==> src/rtl/uart_pkg.sv <==
// Shared types and constants for the host UART result return path.
package uart_pkg;

    typedef enum logic [1:0] {IDLE, START, DATA, STOP} tx_state_t;

    localparam logic [7:0]  UART_SYNC_BYTE  = 8'hA5;
    localparam int unsigned UART_FRAME_BITS = 10;

endpackage

==> src/rtl/uart_tx_byte.sv <==
// Single-byte 8N1 serializer. It can take the next byte in the last stop-bit cycle,
// so consecutive frames have no idle gap between them.
module uart_tx_byte
    import uart_pkg::*;
#(
    parameter int unsigned CLKS_PER_BIT = 434
) (
    input  logic       clk,
    input  logic       rst,
    input  logic       byte_valid,
    input  logic [7:0] byte_data,
    output logic       byte_ready,
    output logic       tx,
    output tx_state_t  state
);

    localparam logic [15:0] BaudMax = 16'(CLKS_PER_BIT - 1);

    logic [15:0] baud_cnt;
    logic [2:0]  bit_idx;
    logic [7:0]  shift;
    logic        bit_end;

    assign bit_end    = (baud_cnt == BaudMax);
    assign byte_ready = (state == IDLE) || ((state == STOP) && bit_end);

    always_ff @(posedge clk) begin
        if (rst) begin
            state    <= IDLE;
            tx       <= 1'b1;
            baud_cnt <= '0;
            bit_idx  <= '0;
            shift    <= '0;
        end else begin
            baud_cnt <= ((state == IDLE) || bit_end) ? '0 : baud_cnt + 16'd1;
            unique case (state)
                IDLE: begin
                    if (byte_valid) begin
                        shift <= byte_data;
                        tx    <= 1'b0;
                        state <= START;
                    end
                end
                START: begin
                    if (bit_end) begin
                        tx    <= shift[0];
                        shift <= shift >> 1;
                        state <= DATA;
                    end
                end
                DATA: begin
                    if (bit_end) begin
                        if (bit_idx == 3'd7) begin
                            tx      <= 1'b1;
                            bit_idx <= '0;
                            state   <= STOP;
                        end else begin
                            tx      <= shift[0];
                            shift   <= shift >> 1;
                            bit_idx <= bit_idx + 3'd1;
                        end
                    end
                end
                STOP: begin
                    if (bit_end) begin
                        // Chain straight into the next start bit when another byte waits.
                        if (byte_valid) begin
                            shift <= byte_data;
                            tx    <= 1'b0;
                            state <= START;
                        end else begin
                            state <= IDLE;
                        end
                    end
                end
                default: state <= IDLE;
            endcase
        end
    end

endmodule

==> src/rtl/uart_result_tx.sv <==
// Sends each accepted label to the host as SYNC_BYTE + label (8N1 frames).
// Define UART_RESULT_TX_CHECKSUM_EN to append a third byte, SYNC_BYTE ^ label.
module uart_result_tx
    import uart_pkg::*;
#(
    parameter int unsigned CLKS_PER_BIT = 434,
    parameter logic [7:0]  SYNC_BYTE    = UART_SYNC_BYTE
) (
    input  logic       clk,
    input  logic       rst,
    input  logic       result_valid,
    input  logic [7:0] result,
    output logic       result_ready,
    output logic       tx,
    output logic       busy,
    output logic       done
);

`ifdef UART_RESULT_TX_CHECKSUM_EN
    localparam logic [1:0] LastByte = 2'd2;
`else
    localparam logic [1:0] LastByte = 2'd1;
`endif

    tx_state_t  state;
    logic [1:0] byte_idx;
    logic [1:0] next_idx;
    logic [7:0] label;
    logic [7:0] byte_data;
    logic       accept;
    logic       more_bytes;
    logic       byte_valid;
    logic       byte_ready;
    logic       last_stop;

    assign result_ready = (state == IDLE) && !rst;
    assign accept       = result_valid && result_ready;
    assign more_bytes   = (state == STOP) && (byte_idx != LastByte);
    assign byte_valid   = accept || more_bytes;
    assign next_idx     = byte_idx + 2'd1;
    assign last_stop    = (state == STOP) && byte_ready;

    always_comb begin
        byte_data = SYNC_BYTE;
        if (!accept) begin
            case (next_idx)
                2'd1:    byte_data = label;
`ifdef UART_RESULT_TX_CHECKSUM_EN
                2'd2:    byte_data = SYNC_BYTE ^ label;
`endif
                default: byte_data = SYNC_BYTE;
            endcase
        end
    end

    always_ff @(posedge clk) begin
        if (rst) begin
            byte_idx <= '0;
            label    <= '0;
            busy     <= 1'b0;
            done     <= 1'b0;
        end else begin
            done <= last_stop && !more_bytes;
            if (accept) begin
                label    <= result;
                byte_idx <= '0;
                busy     <= 1'b1;
            end else if (last_stop) begin
                if (more_bytes) begin
                    byte_idx <= next_idx;
                end else begin
                    busy <= 1'b0;
                end
            end
        end
    end

    uart_tx_byte #(
        .CLKS_PER_BIT(CLKS_PER_BIT)
    ) u_tx_byte (
        .clk        (clk),
        .rst        (rst),
        .byte_valid (byte_valid),
        .byte_data  (byte_data),
        .byte_ready (byte_ready),
        .tx         (tx),
        .state      (state)
    );

endmodule
==> config.mk <==
export PLATFORM = sky130hd
export DESIGN_NAME = uart_result_tx
export DESIGN_NICKNAME = d
export VERILOG_FILES = /design/src/rtl/uart_pkg.sv /design/src/rtl/uart_tx_byte.sv /design/src/rtl/uart_result_tx.sv
export SDC_FILE = /design/constraint.sdc
export NUM_CORES = 1
export LEC_CHECK = 0
export ABC_AREA = 1
export BUFFER_PORTS_ARGS = -buffer_cell sky130_fd_sc_hd__buf_2
export CAP_MARGIN = 25
export CORE_ASPECT_RATIO = 0.8
export CORE_MARGIN = 3
export CORE_UTILIZATION = 64
export CTS_CLUSTER_DIAMETER = 30
export DETAILED_ROUTE_END_ITERATION = 8
export GPL_TIMING_DRIVEN = 0
export PLACE_DENSITY = 0.89
export SYNTH_ARGS = -nofsm -noshare
export SYNTH_HDL_FRONTEND = slang
export SYNTH_SLANG_ARGS = --single-unit
==> constraint.sdc <==
create_clock -name clk -period 2.54 [get_ports clk]
set_input_delay 0 -clock clk [delete_from_list [all_inputs] [get_ports clk]]
set_output_delay 0 -clock clk [all_outputs]
set_load 0.01 [all_outputs]
==> key figures, run 1 <==
Setup path
  • Crit. End Element: register
  • CP Max Fanout: 7
  • Setup CP Type: register to register
  • Slowest CP cell: dfxtp_1
  • Reg2reg setup slack: 610 ps
  • Crit start category: register
  • Worst r2r src: u_tx_byte.state[0]
  • Crit path DAT: 2160 ps
  • Worst EP required: ~2800 ps
  • R2R cell count: 9
  • Reg2reg end: u_tx_byte.shift[4]
  • Max incr delay on CP: 440 ps
  • CP Cell Sequence: inv_1, ha_1, inv_1, nand2_1, o21ai_0, inv_1, nand3_1, nand2_1, nor2_1
  • Crit-path most repeated cell: inv_1

STA
  • Clock skew: 10.2 ps
  • Max-slew violation count: 0
  • Fin. Hold Viols: 0
  • Final setup violating endpoints: 0
  • Rel. slew slack: 0.674
  • Actual slew at the worst max-slew pin: 489 ps
  • Max Freq: 519 MHz
  • Tmin final: slightly below 2000 ps
  • RSZ-0062 raised after global routing: false
  • Final hold slack: about 64 ps
  • Fin crit share: 0.758
  • Fin Setup TNS: 0 ps

Yosys
  • FF+latch count, synth: 42
  • Synth warn: 0
  • Post-Syn Area per Cell: 6.87 um^2
  • Post-Syn Area: approximately 2200 um^2
  • Synth Net Count: 343
  • Synth top area share: 0.381
  • Post-Syn Instances: 321
  • Synth area leader: dfxtp_1
  • Sequential area share after synthesis: 0.381
  • Number of library cell types mapped by synthesis: 28
  • Synth area leaders: dfxtp_1 38%, nand2_1 12%, nor2_1 7.5%

Finish
  • Fin cells: 391
  • Syn-to-layout area delta: 13.3%
  • # nets final: 372
  • FF+latch area: 841 um^2
  • Multi-input logic area: 1130 um^2
  • Post-route cell area: between 2000 and 2500 um^2
  • Antenna diodes: 0
  • Share of post-route cells with drive strength above 1: 0.120
  • Number of fillers in the final layout: 236

Clock network
  • CTS tree: yes
  • CTS Buf Count: 5
  • Root Driver: clkbuf_8
  • Clock Latency Late Sink: 300 ps
  • PostCTS Resize Cnt: 0
  • Num Clock Sinks: 42
  • Clock buffer depth: 2
  • H-tree depth: 2
  • Worst-path clk slew: 90 ps
  • Post-CTS Setup Repair Bufs: 0

Die
  • Rows: 18
  • Core Area: 3200 um^2
  • Die area: 4190 um^2
  • Die width: 71.6 um
  • Initial core utilization: 0.689
  • Die Height: 58.5 um
  • IO Count: 15

Status
  • Outcome: complete, no violations

Worst hold path
  • Worst hold path class: input pin to register
  • Worst Hold End: label[2]
  • Hold Path Stages: 4
  • Min-Delay Startpoint: rst

Detailed routing
  • Vias per Instance: 5.30
  • Wire per inst: 12.5 um
  • Drt pass-1 iters: 4
  • DRC: 0
  • Via Count: 2074
  • Initial drt markers: 177
  • Post-route ant nets: 0
  • Total wire length: 4880 um

GRT
  • Largest net degree at the start of global routing: 16
  • First-pass GRT wire length: 8130 um
  • Initial antenna violation count: 0
  • GRT overflow: 0
  • Vias in the first global route: around 1.9k
  • All-layer global routing usage: 0.252

Pwr
  • Static Leak: 1.06 nW
  • Worst vdd ir: 0.000670 V
  • PwrDens: 823 nW/um^2
  • Overall power: between 2 and 2.5 mW

Place
  • GPL Wtd Cong: 0.908
  • Cell Area, Placed: 2320 um^2
  • Placed Cells: 375
  • Port Buffers: 14
  • Post-DP HPWL: around 3600 um

Job
  • Max-capacitance violation count: 0
==> layout by cell type (no fill, tap or decap), types with 2 or more instances in the layout <==
| master | count |
|---|---|
| nand3_1 | 24 |
| dfxtp_1 | 42 |
| clkinvlp_4 | 2 |
| inv_2 | 4 |
| dlygate4sd3_1 | 8 |
| nand2_1 | 70 |
| clkbuf_8 | 5 |
| nor3_1 | 6 |
| o21ai_0 | 14 |
| xor2_1 | 4 |
| nand2_2 | 3 |
| o22ai_1 | 3 |
| nand4_1 | 3 |
| buf_6 | 3 |
| nor2_1 | 44 |
| inv_1 | 43 |
| ha_1 | 11 |
| buf_2 | 15 |
| a21oi_1 | 31 |
| or2_2 | 4 |
==> power by group <==
group          total, mW  internal [mW]  switching, mW
Sequential         0.800          0.747         0.0527
Combinational      0.811          0.319          0.492
Clock              0.445          0.196          0.248
==> cells by family after synthesis <==
family	after synthesis	synth area share
AO/OA/AOI/OAI	51	0.121
XOR/XNOR	4	0.0159
adder cells (fa/ha/maj)	11	0.0624
buffers and inverters	54	0.104
flip-flops	42	0.381
AND/OR/NAND/NOR	159	0.314
==> worst max path at each step <==
| stage | endpoint | slack (ps) | start | cells past startpoint |
|---|---|---|---|---|
| floorplan | u_tx_byte.tx | 930 | u_tx_byte.state[0] | 10 |
| global placement | u_tx_byte.shift[1] | 730 | u_tx_byte.state[0] | 9 |
| detailed placement | u_tx_byte.shift[1] | 680 | u_tx_byte.state[0] | 9 |
| CTS | u_tx_byte.shift[1] | 660 | u_tx_byte.state[0] | 9 |
| global route | u_tx_byte.shift[1] | 410 | u_tx_byte.state[0] | 9 |
| finish | u_tx_byte.shift[4] | 610 | u_tx_byte.state[0] | 9 |
==> cell type report <==
cell class	count	share of cell area
Multi-Input combinational cell	225	0.454
Tap cell	40	0.0200
Sequential cell	42	0.337
Buffer	7	0.0215
Inverter	47	0.0706
Clock inverter	3	0.00952
Clock buffer	5	0.0276
Timing Repair Buffer	22	0.0601
==> synth_stat cells <==
master and count:
o211ai_1 1, inv_1 43, nand3_2 1, nand2_1 70, nand3_1 24, ha_1 11, o21ai_2 1, xor2_1 4
o21ai_0 14, nor3b_1 1, nand2_2 3, nand4_1 3, inv_2 4, or2_2 4, o21bai_1 1, nor3_1 6
nand3_4 1, buf_4 1, buf_2 1, o22ai_1 3, dfxtp_1 42, nor3_2 1, buf_6 3, nand3b_1 1
clkbuf_1 1, a21oi_1 31, buf_1 1, nor2_1 44
==> flip-flops by register name, indices dropped and copies added, names as in the netlist <==
name                count
u_tx_byte.shift         8
u_tx_byte.state         2
done                    1
busy                    1
u_tx_byte.baud_cnt     16
byte_idx                2
u_tx_byte.bit_idx       3
label                   8
u_tx_byte.tx            1
==> per-stage QoR <==
stage / util / worst slack, ps
floorplan: - / 928
global placement: 0.727 / 727
detailed placement: 0.727 / 685
CTS: 0.781 / 661
global route: 0.781 / 409
finish: 0.781 / 614
==> worst max-delay path, delay by kind of cell, from the launching register on <==
| kind | cells | cell delay, ps |
|---|---|---|
| AOI/OAI and AO/OA | 1 | 220 |
| adders and majority gates | 1 | 420 |
| DFF | 1 | 440 |
| buffers and inverters | 3 | 390 |
| and+or+nand+nor | 4 | 390 |
==> timing repair <==
action | 4_1_cts | 5_1_grt
hold endpoints to repair | 8 | 0
setup endpoints to repair | 0 | 0
hold buffers | 8 | 0
==> per-layer routing <==
layer | up-vias | GRT usage | wire [um]
li1 | 1075 | - | -
met1 | 921 | 0.341 | 2330
met2 | 71 | 0.376 | 2100
met3 | 7 | 0.0700 | 367
met4 | 0 | 0.115 | 75
met5 | - | 0 | 0
No activity file was read; power rests on OpenSTA's default activity.
==> run 2, diff against run 1 <==
--- a/config.mk
+++ b/config.mk
@@ -5,16 +5,16 @@
 export SDC_FILE = /design/constraint.sdc
 export NUM_CORES = 1
 export LEC_CHECK = 0
-export ABC_AREA = 1
+export ABC_AREA = 0
 export BUFFER_PORTS_ARGS = -buffer_cell sky130_fd_sc_hd__buf_2
 export CAP_MARGIN = 25
 export CORE_ASPECT_RATIO = 0.8
 export CORE_MARGIN = 3
-export CORE_UTILIZATION = 64
+export CORE_UTILIZATION = 59
 export CTS_CLUSTER_DIAMETER = 30
 export DETAILED_ROUTE_END_ITERATION = 8
 export GPL_TIMING_DRIVEN = 0
-export PLACE_DENSITY = 0.89
+export PLACE_DENSITY = 0.83
 export SYNTH_ARGS = -nofsm -noshare
 export SYNTH_HDL_FRONTEND = slang
 export SYNTH_SLANG_ARGS = --single-unit
==> constraint.sdc (replaced) <==
create_clock -name clk -period 1.8 [get_ports clk]
set_input_delay 0 -clock clk [delete_from_list [all_inputs] [get_ports clk]]
set_output_delay 0 -clock clk [all_outputs]
set_load 0.01 [all_outputs]
==> run 2 against run 1 <==
  * Clock-buffer cell count grew 2
  * Critical path depth shrank 3
  * Sequential share of layout area shrank 0.22 points
  * Non-clock buffer count grew 11
  * Critical path type unchanged
  * Largest power group unchanged
==> key figures, run 2 <==
Status
  • Outcome: complete, no violations

Setup path
  • Worst Setup SP: u_tx_byte.baud_cnt[10]
  • Crit path DAT: 1960 ps
  • Max incr delay on CP: 380 ps
  • Setup CP Type: register to register
  • Reg2reg setup slack: 30 ps
  • Worst EP required: 1990 ps
  • CP Cell Sequence: nor4_4, and4_1, buf_6, o221ai_4, buf_12, mux2_4
  • Crit start category: register
  • Worst r2r src: u_tx_byte.baud_cnt[10]
  • Crit. End Element: register
  • CP Max Fanout: 7
  • Slowest CP cell: dfxtp_1

Pwr
  • Clock share of power: 0.200
  • Static Leak: about 0.97 nW
  • Sequential share of power: 0.359
  • Overall power: a little over 3 mW
  • PwrDens: 1230 nW/um^2
  • Switching pwr: 1.07 mW
  • Logic pwr share: 0.440
  • Internal Power: 2.03 mW
  • Worst vdd ir: 0.000963 V
  • Sw Share: 0.346

Die
  • Rows: 18
  • Die width: 72.5 um
  • Die area: 4290 um^2
  • IO Count: 15
  • Initial core utilization: 0.643
  • Core Area: 3240 um^2
  • Die Height: around 59 um

Detailed routing
  • Total wire length: around 4900 um
  • Initial drt markers: 170
  • Via Count: 1844
  • Drt pass-1 iters: 4
  • Wire per inst: approximately 16 um
  • Vias per Instance: 5.91
  • DRC: 0
  • Post-route ant nets: 0

Yosys
  • Largest family of logic cells by synthesized area: simple AND/OR/NAND/NOR gates
  • Post-synthesis compound-gate area fraction: 0.138
  • Sequential area share after synthesis: 0.403
  • Post-synth EDFFs: 0
  • Synth top area share: 0.403
  • Commonest cells post-synth: 42 x dfxtp_1, 32 x nand2_1, 24 x nor2_1
  • Synth Net Count: between 200 and 300
  • Adder-cell share of the synthesized area: 0.0660
  • Post-Syn Instances: 234
  • Asr flop ratio synth: 0
  • Main synth FF type: dfxtp_1
  • Synth Area in Simple Gates: 0.239
  • Post-Syn Area: 2090 um^2
  • Post-synthesis mux area share: 0.0624
  • Top-count cell post-synth: dfxtp_1
  • Post-synthesis xor/xnor area fraction: 0.0462
  • Post-Syn Area per Cell: ~9 um^2
  • Synth warn: 0
  • Synth area leaders: dfxtp_1 40%, ha_1 6.6%, nand2_1 5.8%
  • Synth area leader: dfxtp_1
  • Number of library cell types mapped by synthesis: 45
  • FF+latch count, synth: 42

Clock network
  • Clock Latency Late Sink: 300 ps
  • H-tree depth: 2
  • Root Driver: clkbuf_8
  • CTS Buf Count: 5
  • CTS tree: yes
  • Num Clock Sinks: 42
  • Clock buffer depth: 2
  • Worst-path clk slew: about 80 ps

Finish
  • Share of post-route cells with drive strength above 1: 0.217
  • Commonest non-fill, non-tap cell in the layout: dfxtp_1
  • Register with the most flip-flops: u_tx_byte.baud_cnt
  • Multi-input logic area: ~1200 um^2
  • Post-route cell area: 2530 um^2
  • FF+latch area: about 850 um^2
  • Syn-to-layout area delta: 21.2%
  • Antenna diodes: 0
  • # nets final: 293
  • Number of fillers in the final layout: 212
  • Most frequent cells in the layout: 38 x dfxtp_1, 30 x nand2_1, 24 x nor2_1
  • Max reg flops: 16
  • Biggest regs: u_tx_byte.baud_cnt: 16 flops, label: 8 flops, u_tx_byte.shift: 8 flops

STA
  • Setup ws final: 28.0 ps
  • Rel. slew slack: 0.689
  • Tmin final: 1770 ps
  • Max Freq: 564 MHz
  • Fin crit share: 0.984
  • Clock skew: 3.60 ps
  • Max-slew violation count: 0
  • Fin. Hold Viols: 0
  • Actual slew at the worst max-slew pin: 467 ps
  • Final setup violating endpoints: 0

GRT
  • Vias in the first global route: 1653
  • GRT overflow: 0
  • Largest net degree at the start of global routing: 13
  • Initial antenna violation count: 0
  • First-pass GRT wire length: just under 8000 um
  • All-layer global routing usage: 0.240

Place
  • GPL Wtd Cong: about 0.78
  • Cell Area, Placed: 2210 um^2
  • Post-DP HPWL: approximately 3100 um
  • Post-Place Setup Slack: -245 ps
  • Port Buffers: 13

Worst hold path
  • Worst hold path class: input pin to register
  • Min-Delay Startpoint: rst

Job
  • Max-capacitance violation count: 0
==> run 2: cell types whose count changed after synthesis, sizes merged, moves of 5 or more <==
| cell | delta |
|---|---|
| nor3 | -5 |
| a21oi | -16 |
| nor2b | +6 |
| clkbuf | +6 |
| inv | -34 |
| nor2 | -20 |
| nand2 | -41 |
| o21ai | -9 |
| nand3 | -19 |
| mux2i | +7 |
| xnor2 | +9 |
==> run 2: timing repair <==
| action | 4_1_cts | 5_1_grt |
|---|---|---|
| buffers inserted | 7 | 4 |
| pin swaps | 2 | 4 |
| setup endpoints to repair | 20 | 23 |
| resized for setup | 10 | 12 |
| hold buffers | 8 | 0 |
| hold endpoints to repair | 8 | 0 |
| gates cloned | 0 | 0 |
==> run 2: critical path, delay by kind of cell (launching register included) <==
kind                   cells  cell delay [ps]
buffers and inverters      2              280
muxes                      1              290
DFF                        1              380
AOI/OAI and AO/OA          1              110
and+or+nand+nor            2              600
==> run 2: kinds of logic after synthesis <==
kind of cell / count (synthesis)
and+or+nand+nor: 96
DFF: 42
AOI/OAI and AO/OA: 40
buffers and inverters: 23
xor gates and xnor gates: 11
muxes: 11
adders and majority gates: 11
==> run 2: routing by layer <==
layer / GRT usage / vias to the layer above / part of all wire / wire length, um
met5: 0 / - / 0 / 0
met4: 0.0895 / 0 / 0.022 / 108
met3: 0.0814 / 12 / 0.059 / 292
met2: 0.359 / 66 / 0.46 / 2260
met1: 0.321 / 867 / 0.46 / 2270
li1: - / 899 / - / -
==> run 2: per-stage QoR <==
step                TNS, ps  hold WS [ps]   util  std cells
finish                    0           157  0.780        312
global route           -231           173  0.780        312
CTS                       0           144  0.759        308
detailed placement    -3440           246  0.680        287
global placement      -2760           243  0.680        287
floorplan                 0           136      -        234
==> run 2: worst paths after layout <==
path / to / depth (start not counted)
hold reg to reg: byte_idx[1] / 2
setup reg to reg: u_tx_byte.shift[1] / 6
hold / removal: u_tx_byte.shift[3] / 3
setup / recovery: u_tx_byte.shift[1] / 6
==> run 2: layout make-up <==
type | count | share of cell area
clock buffer | 7 | 0.0341
inverter | 13 | 0.0193
buffer | 8 | 0.0173
timing repair buffer | 32 | 0.0965
clock inverter | 1 | 0.00198
sequential | 42 | 0.334
multi-input combinational | 169 | 0.476
tap | 40 | 0.0198
==> run 2: power by group through the flow <==
stage	clock network (mW)	registers, mW	logic, mW
final	0.621	1.11	1.36
after global placement	0	1.12	0.962
after detailed placement	0	1.13	0.983
after floorplan	0	1.12	0.770
after CTS	0.637	1.10	1.27
after global routing	0.673	1.12	1.48
